===== src/rtl/dcache_wb.sv =====
// dcache_wb: write-back, write-allocate, direct-mapped data cache with line
// writeback/refill over the cs/ack memory handshake and hit/miss counters.
module dcache_wb #(
    parameter int ADDR_W   = 10,
    parameter int INDEX_W  = 2,
    parameter int OFFSET_W = 2,
    parameter int CNT_W    = 32
) (
    input  logic              clk,
    input  logic              rst,
    input  logic              cs,
    input  logic              wea,
    input  logic [ADDR_W-1:0] addra,
    input  logic [31:0]       dina,
    output logic [31:0]       douta,
    output logic              ack,
    output logic              mem_cs,
    output logic              mem_wea,
    output logic [ADDR_W-1:0] mem_addra,
    output logic [31:0]       mem_dina,
    input  logic [31:0]       mem_douta,
    input  logic              mem_ack,
    output logic [CNT_W-1:0]  hit_cnt,
    output logic [CNT_W-1:0]  miss_cnt
);
    localparam int TAG_W = ADDR_W - INDEX_W - OFFSET_W;
    localparam int LINES = 1 << INDEX_W;
    localparam int WORDS = 1 << OFFSET_W;

    typedef enum logic [1:0] {IDLE, WBACK, REFILL} state_t;

    state_t state, state_nx;
    logic [31:0]         data [LINES][WORDS];
    logic [TAG_W-1:0]    tag_arr [LINES];
    logic [LINES-1:0]    valid, dirty;
    logic [OFFSET_W-1:0] wc;
    logic [TAG_W-1:0]    tag;
    logic [INDEX_W-1:0]  idx;
    logic [OFFSET_W-1:0] off;
    logic                hit, miss, xfer, last;

    assign tag  = addra[ADDR_W-1 -: TAG_W];
    assign idx  = addra[OFFSET_W +: INDEX_W];
    assign off  = addra[OFFSET_W-1:0];
    assign hit  = valid[idx] & (tag_arr[idx] == tag);
    assign miss = (state == IDLE) & cs & ~hit;
    assign xfer = mem_cs & mem_ack;
    assign last = xfer & (&wc);

    always_comb begin
        ack       = (state == IDLE) & cs & hit;
        douta     = data[idx][off];
        mem_cs    = state != IDLE;
        mem_wea   = state == WBACK;
        mem_addra = mem_wea ? {tag_arr[idx], idx, wc} : {tag, idx, wc};
        mem_dina  = data[idx][wc];
        state_nx  = miss ? ((valid[idx] & dirty[idx]) ? WBACK : REFILL)
                  : last ? ((state == WBACK) ? REFILL : IDLE)
                  : state;
    end

    always_ff @(posedge clk or posedge rst) begin
        if (rst) begin
            state    <= IDLE;
            wc       <= '0;
            valid    <= '0;
            dirty    <= '0;
            hit_cnt  <= '0;
            miss_cnt <= '0;
        end else begin
            state <= state_nx;
            wc    <= miss ? '0 : xfer ? wc + OFFSET_W'(1) : wc;
            if (ack)
                hit_cnt <= hit_cnt + CNT_W'(1);
            if (miss)
                miss_cnt <= miss_cnt + CNT_W'(1);
            if (ack & wea)
                dirty[idx] <= 1'b1;
            // Finishing either a writeback or a refill leaves the line clean
            if (last)
                dirty[idx] <= 1'b0;
            if (last & ~mem_wea)
                valid[idx] <= 1'b1;
        end
    end

    always_ff @(posedge clk) begin
        if (ack & wea)
            data[idx][off] <= dina;
        if (xfer & ~mem_wea)
            data[idx][wc] <= mem_douta;
        if (last & ~mem_wea)
            tag_arr[idx] <= tag;
    end
endmodule


===== config.mk =====
export PLATFORM = sky130hd
export DESIGN_NAME = dcache_wb
export DESIGN_NICKNAME = d
export VERILOG_FILES = /design/src/rtl/dcache_wb.sv
export SDC_FILE = /design/constraint.sdc
export NUM_CORES = 1
export LEC_CHECK = 0
export ABC_CLOCK_PERIOD_IN_PS = 3500
export BUFFER_PORTS_ARGS = -buffer_cell sky130_fd_sc_hd__buf_2
export CAP_MARGIN = 20
export CORE_MARGIN = 5
export CORE_UTILIZATION = 54
export DETAILED_ROUTE_END_ITERATION = 7
export MAX_ROUTING_LAYER = met4
export PLACE_DENSITY = 0.82
export SYNTH_ARGS = -nofsm -noshare
export SYNTH_HDL_FRONTEND = slang
export SYNTH_SLANG_ARGS = --single-unit

===== constraint.sdc =====
create_clock -name clk -period 3.5 [get_ports clk]
set_input_delay 0.35 -clock clk [delete_from_list [all_inputs] [get_ports clk]]
set_output_delay 0.35 -clock clk [all_outputs]
set_load 0.05 [all_outputs]

==> metrics.md <==
| Metric | Value |
|---|---|
| Worst EP required | 3.15 ns |
| RSZ-0062 raised after global routing | false |
| Area contributors post-synth | edfxtp_1 61%, mux4_2 17%, dfrtp_1 7.2% |
| Worst Tran Pin Value | 0.9962 ns |
| Share of layout cells above drive strength 1 | 0.4517 |
| Slew margin rel. | 0.3271 |
| Area delta synth->final | 16.36% |
| Critical-path cell list | mux4_2 > xnor2_1 > nand4_2 > nor4b_1 > buf_2 |
| Status | complete, no violations |
| Fin crit share | 0.9388 |
| Largest net degree at the start of global routing | 82 |
| Sw Pwr | 5.808 mW |
| Sequential power share | 0.453 |
| Slowest CP cell | nor4b_1 |
| Critical Path Sink Type | primary output |
| Post-Syn Area | 26240 um2 |
| Power Density | 632.7 nW/um2 |
| DRT antenna net count | 0 |
| Die height | 230.4 um |
| Cell internal pwr | 13.51 mW |
| EDFF count, synth | 536 |
| Clk pwr share | 0.324 |
| Avg Cell Area, Syn | 19.92 um2 |
| Post-cts resize count | 0 |
| WL per Instance | 28.19 um |
| IO buf count | 219 |
| Reg clk slew, reported paths | 0.06 ns |
| CP Class | flip-flop to primary output |
| Leak pwr | 10.75 nW |
| Global placement routability congestion | 0.8383 |
| TritonCTS clock tree | done |
| Area of placed instances | 28560 um2 |
| Max-cap violations | 0 |
| Final instance area | 30530 um2 |
| Number of remaining DRC errors | 0 |
| Sink Count | 612 |
| Pre-Repair DR Iteration Count | 7 |
| CP startpoint kind | flip-flop |
| Critical path fanouts, max | 6 |
| Root Buffer | clkbuf_16 |
| Global-route wire length before repair | 95.54 mm |
| Sw Ratio | 0.3007 |
| Remaining global-route overflow | 0 |
| Hold Crit Class | input pin to asynchronous set/reset pin |
| Final hold violation count | 0 |
| # rows | 80 |
| Sequential share of the synthesized area | 0.6860 |
| Reg2reg path depth | 7 |
| GRT Util Overall | 0.2479 |
| Initial antenna violation count | 2 |
| Via-to-Cell Ratio | 6.377 |
| Max VDD drop | 578.7 uV |
| Initial Util | 0.5472 |
| Vias in the first global route | 15030 |
| Total number of vias | 14370 |
| Skew final | 0.01668 ns |
| Main synth FF type | edfxtp_1 |
| Worst path top cell family by delay | simple AND/OR/NAND/NOR gates |
| DRT iter0 DRCs | 1549 |
| Worst Path Buf+Inv | 1 |
| Largest area contributor in the netlist | edfxtp_1 |
| Critical path arrival | 2.94 ns |
| Combinational power share | 0.223 |
| Post-synth top area share | 0.6135 |
| FF+latch count, synth | 612 |
| Syn nets | 1402 |
| Cell count after synthesis | 1317 |
| IO Count | 220 |
| Core area | 47950 um2 |
| Post-CTS Setup Inserts | 0 |
| Most frequent cell after synthesis | edfxtp_1 |
| YS warnings | 0 |
| Final Slew Violations | 0 |
| Final wirelength | 63.55 mm |
| Total power | 19.32 mW |
| Cts bufs inserted | 60 |
| CTS max path bufs | 3 |
| Crit path largest cell delay | 0.60 ns |
| Fraction of registers with async set/reset | 0.1242 |
| Max frequency | 304.3 MHz |
| H-tree levels | 2 |
| WP depth | 5 |
| Synth top cells by count | 536 x edfxtp_1, 200 x mux4_2, 136 x mux2_2 |
| Clock latency on the worst-skew pair | 0.64 ns |
| Die width | 230.4 um |
| Die Area | 53090 um2 |
| Fin nets | 1672 |
| Finish-stage setup viols | 0 |
| Min Tclk post-route | 3.286 ns |
| Unique masters post-synth | 44 |
| HPWL Detailed | 38.59 mm |
## routing by layer
metal	vias up	GRT usage	part of all wire
met1	7449	0.3150	0.37
li1	5956	-	-
met4	0	0.07024	0.026
met5	-	-	0
met2	848	0.4064	0.51
met3	120	0.05947	0.099
## repair_timing
item	in CTS	in global routing
hold buffers	5	0
endpoints found under the hold margin	20	0
endpoints found under the setup margin	0	0
## power groups by stage
| stage | Sequential (mW) | Combinational (mW) | Clock, mW |
|---|---|---|---|
| floorplan | 9.00 | 2.87 | 0 |
| global placement | 8.86 | 4.18 | 0 |
| detailed placement | 8.90 | 4.27 | 0 |
| CTS | 8.76 | 4.31 | 6.34 |
| global route | 8.79 | 4.51 | 6.70 |
| finish | 8.76 | 4.31 | 6.25 |
## cells in the final DEF, fill, tap and decap left out, drive strengths merged, types with 14 or more instances in the layout
cell / netlist / layout
nand2: 37 / 37
nor3: 14 / 14
inv: 14 / 15
xor2: 34 / 34
edfxtp: 536 / 536
buf: 30 / 276
xnor2: 35 / 35
nand3: 33 / 33
mux4: 200 / 200
dfrtp: 76 / 76
clkinv: 0 / 34
mux2: 136 / 136
clkbuf: 43 / 67
nand4: 14 / 14
nor2: 41 / 41
## logic make-up after synthesis
group,after synthesis,share of synthesized area
flip-flops,612,0.6860
XOR/XNOR,69,0.02332
adder cells (fa/ha/maj),6,0.002861
AO/OA/AOI/OAI,16,0.004435
multiplexers,337,0.2304
buffers and inverters,87,0.01392
AND/OR/NAND/NOR,190,0.03906
## cell type report
cell class | count | area (um2)
Antenna cell | 3 | 7.507
Clock buffer | 67 | 1528
Clock inverter | 44 | 381.6
Fill cell | 3107 | 17420
Inverter | 14 | 52.55
Multi-Input combinational cell | 618 | 8014
Sequential cell | 612 | 18000
Tap cell | 615 | 769.5
Timing Repair Buffer | 281 | 1778
## worst paths after layout
kind                                     from             to  slack [ns]
worst max-delay path            tag_arr[1][2]            ack        0.21
worst min-delay path                      rst    hit_cnt[26]        0.02
worst max register to register  tag_arr[3][5]    data[0][61]        0.23
worst min register to register       valid[1]       valid[1]        0.46
max in group asynchronous                 rst          wc[0]        2.81
min in group clk                     addra[5]  tag_arr[1][1]        0.04
## worst reg2reg max path: stages, from the launching register on
cell	delay, ns
edfxtp_1	0.36
mux4_2	0.52
xnor2_2	0.20
or3b_4	0.44
nor3_4	0.39
a41oi_1	0.50
nor2_4	0.28
buf_4	0.27
## state kept, by name, summed over array words and instances (netlist names)
name and cells:
data 512, hit_cnt 32, miss_cnt 32, tag_arr 24, dirty 4, valid 4
state 2, wc 2
## stage by stage
| step | worst slack (ns) | utilization | hold slack [ns] | setup TNS (ns) | cells |
|---|---|---|---|---|---|
| floorplan | -0.4197 | - | 0.4337 | -157.54 | 1317 |
| finish | 0.2141 | 0.6367 | 0.02468 | 0 | 2254 |
| detailed placement | 0.07084 | 0.5957 | 0.4523 | 0 | 2135 |
| global route | 0.02319 | 0.6367 | 0.01712 | 0 | 2253 |
| CTS | 0.1355 | 0.6366 | 0.01050 | 0 | 2251 |
| global placement | 0.1245 | 0.5957 | 0.4457 | 0 | 2135 |
Power figures use the tool's default switching activity.
